[src/rtl/uart_rx_frame_ctrl.sv]
// rtl/uart_rx_frame_ctrl.sv - UART receive frame controller driving the 3-sample majority sampler
// Bit timing, frame FSM, LSB-first deserialisation, parity/stop checking and data_valid pulse.
module uart_rx_frame_ctrl #(
  parameter int DATA_WIDTH = 8
) (
  input  logic                  CLK,
  input  logic                  RST,
  input  logic                  RX_IN,
  input  logic [5:0]            Prescale,
  input  logic                  PAR_EN,
  input  logic                  PAR_TYP,
  input  logic                  sampled_bit,
  output logic [5:0]            edge_cnt,
  output logic                  dat_samp_en,
  output logic [DATA_WIDTH-1:0] P_DATA,
  output logic                  data_valid,
  output logic                  par_err,
  output logic                  stp_err,
  output logic                  busy
);

  typedef enum logic [2:0] {
    S_IDLE   = 3'd0,
    S_START  = 3'd1,
    S_DATA   = 3'd2,
    S_PARITY = 3'd3,
    S_STOP   = 3'd4
  } state_t;

  state_t                r_state;
  logic [5:0]            r_edge_cnt;
  logic [3:0]            r_bit_cnt;
  logic [DATA_WIDTH-1:0] r_shift;
  logic [DATA_WIDTH-1:0] r_p_data;
  logic [5:0]            r_prescale;
  logic                  r_par_en;
  logic                  r_par_typ;
  logic                  r_data_valid;
  logic                  r_par_err;
  logic                  r_stp_err;
  logic                  r_busy;

  logic w_wrap;
  logic w_cap;
  logic w_par_exp;

  assign w_wrap    = (r_edge_cnt == (r_prescale - 6'd1));
  // Sampler result lands two cycles after its last sample at the bit midpoint + 1.
  assign w_cap     = (r_edge_cnt == ((r_prescale >> 1) + 6'd3));
  assign w_par_exp = (^r_shift) ^ r_par_typ;

  always_ff @(posedge CLK or posedge RST) begin
    if (RST) begin
      r_state      <= S_IDLE;
      r_edge_cnt   <= 6'd0;
      r_bit_cnt    <= 4'd0;
      r_shift      <= '0;
      r_p_data     <= '0;
      r_prescale   <= 6'd0;
      r_par_en     <= 1'b0;
      r_par_typ    <= 1'b0;
      r_data_valid <= 1'b0;
      r_par_err    <= 1'b0;
      r_stp_err    <= 1'b0;
      r_busy       <= 1'b0;
    end else begin
      r_data_valid <= 1'b0;
      if (r_state != S_IDLE) begin
        if (w_wrap) begin
          r_edge_cnt <= 6'd0;
          r_bit_cnt  <= r_bit_cnt + 4'd1;
        end else begin
          r_edge_cnt <= r_edge_cnt + 6'd1;
        end
      end

      case (r_state)
        S_IDLE: begin
          r_edge_cnt <= 6'd0;
          r_bit_cnt  <= 4'd0;
          if (!RX_IN) begin
            r_state    <= S_START;
            r_busy     <= 1'b1;
            r_prescale <= Prescale;
            r_par_en   <= PAR_EN;
            r_par_typ  <= PAR_TYP;
            r_par_err  <= 1'b0;
            r_stp_err  <= 1'b0;
          end
        end
        S_START: begin
          if (w_cap && sampled_bit) begin
            r_state    <= S_IDLE;
            r_busy     <= 1'b0;
            r_edge_cnt <= 6'd0;
            r_bit_cnt  <= 4'd0;
          end else if (w_wrap) begin
            r_state <= S_DATA;
          end
        end
        S_DATA: begin
          if (w_cap) begin
            r_shift <= {sampled_bit, r_shift[DATA_WIDTH-1:1]};
          end
          // Bit 0 is the start bit, so the last data bit has index DATA_WIDTH.
          if (w_wrap && (r_bit_cnt == 4'(DATA_WIDTH))) begin
            r_state <= r_par_en ? S_PARITY : S_STOP;
          end
        end
        S_PARITY: begin
          if (w_cap) begin
            r_par_err <= (sampled_bit != w_par_exp);
          end
          if (w_wrap) begin
            r_state <= S_STOP;
          end
        end
        S_STOP: begin
          // Leave at the capture point so a start bit right after the stop bit is not missed.
          if (w_cap) begin
            r_stp_err <= ~sampled_bit;
            if (sampled_bit && !r_par_err) begin
              r_p_data     <= r_shift;
              r_data_valid <= 1'b1;
            end
            r_state    <= S_IDLE;
            r_busy     <= 1'b0;
            r_edge_cnt <= 6'd0;
            r_bit_cnt  <= 4'd0;
          end
        end
        default: begin
          r_state    <= S_IDLE;
          r_busy     <= 1'b0;
          r_edge_cnt <= 6'd0;
          r_bit_cnt  <= 4'd0;
        end
      endcase
    end
  end

  assign edge_cnt    = r_edge_cnt;
  assign busy        = r_busy;
  assign dat_samp_en = r_busy;
  assign P_DATA      = r_p_data;
  assign data_valid  = r_data_valid;
  assign par_err     = r_par_err;
  assign stp_err     = r_stp_err;

endmodule

[config.mk]
export PLATFORM = sky130hd
export DESIGN_NAME = uart_rx_frame_ctrl
export DESIGN_NICKNAME = d
export VERILOG_FILES = /design/src/rtl/uart_rx_frame_ctrl.sv
export SDC_FILE = /design/constraint.sdc
export NUM_CORES = 1
export LEC_CHECK = 0
export CAP_MARGIN = 20
export CORE_MARGIN = 3
export CORE_UTILIZATION = 56
export DETAILED_ROUTE_END_ITERATION = 10
export DONT_BUFFER_PORTS = 1
export GPL_ROUTABILITY_DRIVEN = 1
export GPL_TIMING_DRIVEN = 0
export PLACE_DENSITY = 0.74
export SYNTH_ARGS = -nofsm -noshare
export SYNTH_HDL_FRONTEND = slang
export SYNTH_SLANG_ARGS = --single-unit
[constraint.sdc]
create_clock -name CLK -period 2.6 [get_ports CLK]
set_input_delay 0.26 -clock CLK [delete_from_list [all_inputs] [get_ports CLK]]
set_output_delay 0.26 -clock CLK [all_outputs]
set_load 0.02 [all_outputs]
Word-level counts from Yosys, hierarchy flattened
Cells that the tools add are included.
W data, S select, Z words.

storage, ports and cells
  memories = 0
  output and inout bits = 19
  latch bits = 0
  input port bits = 12
  register bits = 41
  bits in writable memories = 0
  bits in read-only memories = 0
  word-level logic and storage cells = 82

cells by class
  reduce and logical (&&, ||, !) cells = 17
  divide/modulo/power cells = 0
  $add $sub $neg = 4
  bitwise operators = 4
  $lt $le $gt $ge = 0
  equality and inequality tests = 15
  mux-type cells = 30
  shift operators = 0
  $mul = 0

operators by type and width
  cell                   count
  $mux W6                4
  $mux W3                7
  $pmux W6 S3            1
  $mux W4                4
  $pmux W3 S5            1
  $eq A6 B6 Y1           2
  $ne A2 B2 Y1 const B   6
  $pmux W4 S3            1
  $mux W1                9
  $reduce_and A3 Y1      3
  $reduce_xor A8 Y1      1
  $add A5 B2 Y6 const B  1
  $add A6 B1 Y6 const B  1
  $eq A3 B2 Y1 const B   2
  $sub A6 B1 Y6 const B  1
  $reduce_and A5 Y1      1
  $add A4 B1 Y4 const B  1
  $eq A4 B4 Y1 const B   1
  $pmux W1 S2            2
  $pmux W1 S4            1
  $reduce_and A2 Y1      2
  $reduce_and A4 Y1      1
  $reduce_bool A2 Y1     2
  $eq A3 B1 Y1 const B   1
  10 further kinds       14

Depth between registers and ports, before layout
Gate-level depths: netlist of run 1.

  depth in word-level cells = 6
  gate-level depth with buffers = 9
  gate-level depth less buffers = 8

Worst setup path after synthesis of run 1
No wires, ideal clock.

  kind = register to register
  start point = reg r_prescale[1]
  end point = reg r_p_data[0], in the netlist P_DATA[0]
  slack = 0.062 ns
  cell stages (with the launch flop) = 8
  setup time = 0.125 ns
  path buffers = 1
  arrival time = 2.413 ns
  data required time = 2.475 ns
  period minus slack after synthesis = 2.538 ns
  cells stage by stage = dfrtp_1 > inv_1 > ha_1 > or4_4 > a2111oi_4 > nor3b_2 > buf_6 > mux2_2

on the way
  word-level cells in the longest chain between the ends = 3

RTL lines
  what                                RTL line  RTL
  from (decl)                         35        logic [5:0] r_prescale;
  from (signal assigned)              84        r_prescale <= Prescale;
  $add A5 B2 Y6                       49        assign w_cap = (r_edge_cnt == ((r_prescale >> 1) + 6'd3));
  $eq A6 B6 Y1                        49
  $reduce_and A3 Y1 (no source line)  --
  to (signal assigned)                123       r_p_data <= r_shift;
  to (decl)                           34        logic [DATA_WIDTH-1:0] r_p_data;

No other way between the ends.
A chain may end at the register's enable or synchronous reset.

Worst setup path in the final report of run 1
  start point = reg r_edge_cnt[2], in the netlist edge_cnt[2]
  end point = reg r_p_data[3], in the netlist P_DATA[3]

on the way
  word-level cells in the longest chain between the ends = 2

RTL lines
  what                                RTL line  RTL
  from (decl)                         31        logic [5:0] r_edge_cnt;
  from (signal assigned)              73        r_edge_cnt <= r_edge_cnt + 6'd1;
  $eq A6 B6 Y1                        49
  $reduce_and A3 Y1 (no source line)  --

No other way between the ends.

==> results of run 1 <==
flip-flops by register name, summed over array words and instances (netlist names), 3 cells and up:
name / count
r_bit_cnt: 4
P_DATA: 8
r_prescale: 6
r_state: 3
edge_cnt: 6
r_shift: 8
metrics by stage:
stage	hold slack (ns)	power [mW]	utilization (%)
2_1_floorplan	0.371	1.95	-
3_3_place_gp	0.380	2.11	60.5
3_5_place_dp	0.362	2.18	60.5
4_1_cts	0.0403	2.75	64.3
5_1_grt	0.0746	2.98	65.1
6_report	0.0242	2.79	65.1
logic make-up after synthesis:
| family | Yosys count |
|---|---|
| simple gates | 55 |
| flops | 41 |
| xor+xnor | 34 |
| mux | 23 |
| compound gates | 22 |
| buf+inv | 19 |
| fa+ha+maj | 5 |
power groups by stage:
stage          Clock (mW)  Combinational (mW)  Sequential [mW]
6_report            0.514                1.28            0.997
5_1_grt             0.550                1.41             1.02
3_3_place_gp            0                1.10             1.00
2_1_floorplan           0               0.986            0.966
3_5_place_dp            0                1.17             1.02
4_1_cts             0.525                1.22             1.01
path summary, 6_finish.rpt:
kind / start / endpoint / cells past startpoint
worst min register to register: r_par_typ / r_par_typ / 1
min in group CLK: RX_IN / busy / 1
max in group asynchronous: RST / edge_cnt[4] / 1
worst max register to register: edge_cnt[2] / P_DATA[3] / 7
worst min-delay path: RST / r_bit_cnt[3] / 1
worst max-delay path: edge_cnt[2] / P_DATA[3] / 7
layout make-up:
cell class                      instances  area share, %
Buffer                                 11           2.28
Clock buffer                            5           2.85
Clock inverter                          3           1.91
Inverter                                8           1.24
Multi-Input combinational cell        139           45.2
Sequential cell                        41           42.5
Tap cell                               48           2.48
Timing Repair Buffer                    5           1.55
cells in the mapped netlist (2+ instances only):
master	count	share of area, %
xor2_1	11	4.4
xnor2_1	23	9.2
nand2_1	11	1.9
dfrtp_1	41	47
nand3_1	6	1.4
nor2_1	13	2.2
inv_1	8	1.4
o21ai_0	8	1.8
a21oi_1	2	0.46
clkbuf_1	8	1.4
nor3_1	9	2.1
nand3b_1	3	1.0
nand4_1	2	0.57
ha_1	5	2.9
mux2_2	22	11
nor3b_1	2	0.69
metal layers:
layer	up-vias	track usage (%)
met5	-	0
met4	0	5.71
met3	9	5.67
met2	40	31.6
met1	731	26.3
li1	709	-
timing repair:
item,in CTS,in global routing
endpoints found under the setup margin,28,29
pin swaps,1,0
buffers inserted,3,2
gates resized for setup,1,6
==> flow_summary.json, run 1 <==
{
  "status": "completed",
  "clock-skew-final_ns": 0.00514,
  "fillers": 281,
  "hold_viol": 0,
  "routedWlPerCell_um": 16.8,
  "path_max_fanout": 9,
  "synth_cells": 199,
  "dpl.hpwl_um": 3010,
  "seqCellArea_um2": 1030,
  "p_leak_nw": 1.04,
  "wl_met3_um": 267,
  "multiInputGateArea_um2": 1090,
  "fin_crit_ns": 2.52,
  "overflow": 0,
  "io_pins": 31,
  "setup_viol": 0,
  "cpPeakStageDelay_ns": 0.56,
  "pwr-share-comb_pct": 45.9,
  "htreeDepth": 2,
  "nets": 228,
  "cts_hold_repair.buffers": 0,
  "rsz0062_at_grt": "false",
  "final_cell_mix": "40 x dfrtp_1, 23 x xnor2_1, 22 x mux2_2, 12 x nor2_1",
  "start_util_pct": 58.9,
  "setup_ws_ns": 0.0838,
  "cts_buffers": 5,
  "post-route-period-util_pct": 96.8,
  "dr.pass1.iters": 4,
  "dieArea_um2": 4690,
  "crit_family": "simple AND/OR/NAND/NOR gates",
  "first_global_vias": 1442,
  "io_buffers": 0,
  "wl_met2_um": 2150,
  "synth_edf_count": 0,
  "layout_commonest_cell": "dfrtp_1",
  "synthToLayoutAreaGrowth_pct": 10.5,
  "die_h_um": 68.5,
  "vias": 1489,
  "cp_cell_sequence": "buf_2 > or4_4 > a2111oi_4 > buf_4 > nor3b_2 > buf_6 > mux2_2",
  "muxShareOfSynthArea_pct": 11.8,
  "vias_per_cell": 5.73,
  "core_area_um2": 3720,
  "path_clk_slew_ns": 0.08,
  "finalWirelength_um": 4360,
  "n_antenna_cell": 0,
  "grt_pass1_wl_um": 6870,
  "peakVddDrop_v": 0.000575,
  "highest_layer": "met4",
  "placedCellCount": 247,
  "synthAdderAreaFrac_pct": 2.86,
  "crit_type": "reg -> reg",
  "synth.distinct_cells": 41,
  "yosysWarnings": 0,
  "worst_pin_slew_ns": 0.866,
  "end_kind": "flip-flop",
  "synth_flop_cell": "dfrtp_1",
  "min_path_type": "in -> async",
  "p_seq_share_pct": 35.7,
  "cellPowerDensity_nw_per_um2": 1160,
  "switching_share_pct": 40.1,
  "drt_first_iter_violations": 99,
  "gr-usage-all-layers_pct": 19.8,
  "final_area_um2": 2420,
  "synth_top_family_by_area": "XOR/XNOR gates",
  "slew_headroom_pct": 42.2,
  "met1_length_um": 1870,
  "placed_area_um2": 2250,
  "tns_ns": 0,
  "ys_async_sr_fraction_pct": 100,
  "place_ws_ns": -0.231,
  "layout-drive-gt1-share_pct": 24.1,
  "crit_arrival_ns": 2.70,
  "clockBufferDepth": 2,
  "syn-num-nets": 216,
  "ys_seq_area_share_pct": 46.9,
  "rows": 22,
  "required_ns": 2.78,
  "synthesis.area_um2": 2190,
  "die_w_um": 68.5,
  "final_cells": 260,
  "cts_tree": "built",
  "clkPwrFrac_pct": 18.4,
  "clk_latency_ns": 0.29,
  "worst_path_max_delay_cell": "or4_4",
  "syn_avg_cell_area_um2": 11.0,
  "ff2ff_setup_slack_ns": 0.08,
  "intPower_mw": 1.67,
  "p_sw_mw": 1.12,
  "finalWeightedCongestion": 0.887,
  "cts_root_buf": "clkbuf_8",
  "synthSimpleGateAreaFrac_pct": 13.4,
  "cts_num_sinks": 41,
  "fmax_ghz": 0.397,
  "final_max_slew_viol_count": 0,
  "yosys.area_share.xor_xnor_pct": 13.6,
  "critPathBufInv": 3,
  "ys_seq_elements": 41,
  "grt_max_degree": 42,
  "startpoint_type": "flip-flop",
  "synth-compound-area-share_pct": 7.66,
  "ant_nets": 0,
  "drcViolationCount": 0,
  "cap_violations": 0,
  "antenna_found_initial": 0
}
Power figures use the tool's default switching activity.
==> run 2, diff against run 1 <==
--- a/config.mk
+++ b/config.mk
@@ -7,12 +7,13 @@
 export LEC_CHECK = 0
 export CAP_MARGIN = 20
 export CORE_MARGIN = 3
-export CORE_UTILIZATION = 56
+export CORE_UTILIZATION = 30
+export CTS_CLUSTER_DIAMETER = 50
 export DETAILED_ROUTE_END_ITERATION = 10
 export DONT_BUFFER_PORTS = 1
 export GPL_ROUTABILITY_DRIVEN = 1
 export GPL_TIMING_DRIVEN = 0
-export PLACE_DENSITY = 0.74
+export PLACE_DENSITY = 0.45
 export SYNTH_ARGS = -nofsm -noshare
 export SYNTH_HDL_FRONTEND = slang
 export SYNTH_SLANG_ARGS = --single-unit
==> constraint.sdc (replaced) <==
create_clock -name CLK -period 2.6 [get_ports CLK]
set_input_delay 0.26 -clock CLK [delete_from_list [all_inputs] [get_ports CLK]]
set_output_delay 0.26 -clock CLK [all_outputs]
set_load 0.05 [all_outputs]
==> run 2 against run 1 <==
Utilization down 27 points; sequential power up 15%; die area up 78%; sequential share of layout area down 3.3 points; power up 6.3%; routed wire length up 6.8%; worst setup slack worse by 0.0026 ns; clock power down 3%; register-to-register slack about the same; hold slack better by 0.060 ns; clock-buffer cell count unchanged; critical endpoint is now P_DATA[5]; largest cell class unchanged.
==> flow_summary.json, run 2 (synthesis gave the netlist of run 1 again) <==
{
  "rsz0062_at_grt": "true",
  "crit_family": "simple AND/OR/NAND/NOR gates",
  "post-route-period-util_pct": 96.9,
  "routedWlPerCell_um": 15.0,
  "tns_ns": 0,
  "status": "completed",
  "cap_violations": 0,
  "final_area_um2": 2640,
  "drt_first_iter_violations": 106,
  "min_path_type": "in -> reg",
  "end_kind": "flip-flop",
  "hold_viol": 0,
  "fmax_ghz": 0.397,
  "p_leak_nw": 1.10,
  "ff2ff_setup_slack_ns": 0.08,
  "drcViolationCount": 0,
  "placedCellCount": 296,
  "nets": 232,
  "startpoint_type": "flip-flop",
  "first_global_vias": 1542,
  "crit_arrival_ns": 2.70,
  "path_max_fanout": 5,
  "critPathBufInv": 1,
  "final_cells": 311,
  "io_buffers": 0,
  "ant_nets": 0,
  "vias": 1465,
  "setup_viol": 0,
  "htreeDepth": 2,
  "cts_root_buf": "clkbuf_8",
  "finalWirelength_um": 4650,
  "cts_num_sinks": 41,
  "fin_util_pct": 38.0,
  "dpl.hpwl_um": 3260,
  "worstHoldStart": "RX_IN",
  "holdPathEnd": "busy",
  "layout-drive-gt1-share_pct": 30.2,
  "peakVddDrop_v": 0.000336,
  "dieArea_um2": 8350,
  "grt_pass1_wl_um": 7950,
  "dr.pass1.iters": 4,
  "cts_tree": "built",
  "worst_path_max_delay_cell": "dfrtp_4",
  "io_pins": 31,
  "place_ws_ns": -0.240,
  "cpPeakStageDelay_ns": 0.60,
  "whs_path_depth": 1,
  "grt_max_degree": 24,
  "die_h_um": 91.4,
  "finalWeightedCongestion": 0.754,
  "overflow": 0,
  "vias_per_cell": 4.71,
  "power.total_mw": 2.97,
  "cts_buffers": 5,
  "clock-skew-final_ns": 0.00662,
  "gr-usage-all-layers_pct": 12.0,
  "clk_latency_ns": 0.29,
  "fin_crit_ns": 2.52,
  "fin_hold_ws_ns": 0.0845,
  "final_max_slew_viol_count": 0,
  "cp_cell_sequence": "xnor2_4 > or4_4 > a2111oi_4 > nor3b_4 > buf_6 > mux2_4",
  "path_clk_slew_ns": 0.08,
  "placed_area_um2": 2340,
  "crit_type": "reg -> reg",
  "required_ns": 2.78,
  "worstReg2RegEnd": "P_DATA[5]",
  "cp.depth": 6,
  "worst_pin_slew_ns": 0.700,
  "r2r-start": "edge_cnt[4]",
  "rows": 30,
  "clockBufferDepth": 2,
  "core_area_um2": 6940,
  "synthToLayoutAreaGrowth_pct": 20.7,
  "cellPowerDensity_nw_per_um2": 1120,
  "slew_headroom_pct": 53.3,
  "multiInputGateArea_um2": 1180,
  "final_cell_mix": "36 x dfrtp_1, 22 x xnor2_1, 14 x mux2_2, 12 x nor2_1, 11 x nand2_1",
  "die_w_um": 91.4,
  "r2r_cells": 6,
  "n_antenna_cell": 0,
  "start_util_pct": 31.5,
  "fillers": 695,
  "antenna_found_initial": 0,
  "seqCellArea_um2": 1030,
  "layout_commonest_cell": "dfrtp_1",
  "setup_ws_ns": 0.0812
}
-- run 2: area by class of cell --
| cell class | count | share of cell area, % |
|---|---|---|
| Buffer | 9 | 2.32 |
| Clock inverter | 2 | 1.33 |
| Sequential cell | 41 | 39.2 |
| Tap cell | 96 | 4.55 |
| Timing Repair Buffer | 11 | 4.26 |
| Multi-Input combinational cell | 139 | 44.6 |
| Clock buffer | 5 | 2.61 |
| Inverter | 8 | 1.14 |
-- run 2: worst max path at each step --
stage,slack [ns],startpoint,end
2_1_floorplan,0.04,edge_cnt[2],P_DATA[0]
3_3_place_gp,-0.23,edge_cnt[2],P_DATA[5]
3_5_place_dp,-0.24,edge_cnt[2],P_DATA[5]
4_1_cts,-0.02,edge_cnt[2],P_DATA[1]
5_1_grt,-0.01,edge_cnt[4],P_DATA[2]
6_report,0.08,edge_cnt[4],P_DATA[5]
-- run 2: power by group --
part | switching (mW) | internal [mW]
Clock | 0.219 | 0.279
Sequential | 0.350 | 0.796
Combinational | 0.658 | 0.667
Total | 1.23 | 1.74
-- run 2: what timing repair did --
action	4_1_cts	5_1_grt
endpoints found under the hold margin	18	0
buffers inserted	7	1
cloned	1	0
endpoints found under the setup margin	28	29
hold buffers	1	0
gates resized for setup	14	20
pin swaps	3	6
-- run 2: layer usage --
| metal | up-vias | wire (um) | GRT usage, % |
|---|---|---|---|
| met5 | - | 0 | 0 |
| met4 | 0 | 53 | 3.77 |
| met3 | 4 | 253 | 4.39 |
| met2 | 28 | 2180 | 18.4 |
| met1 | 722 | 2170 | 15.8 |
| li1 | 711 | - | - |
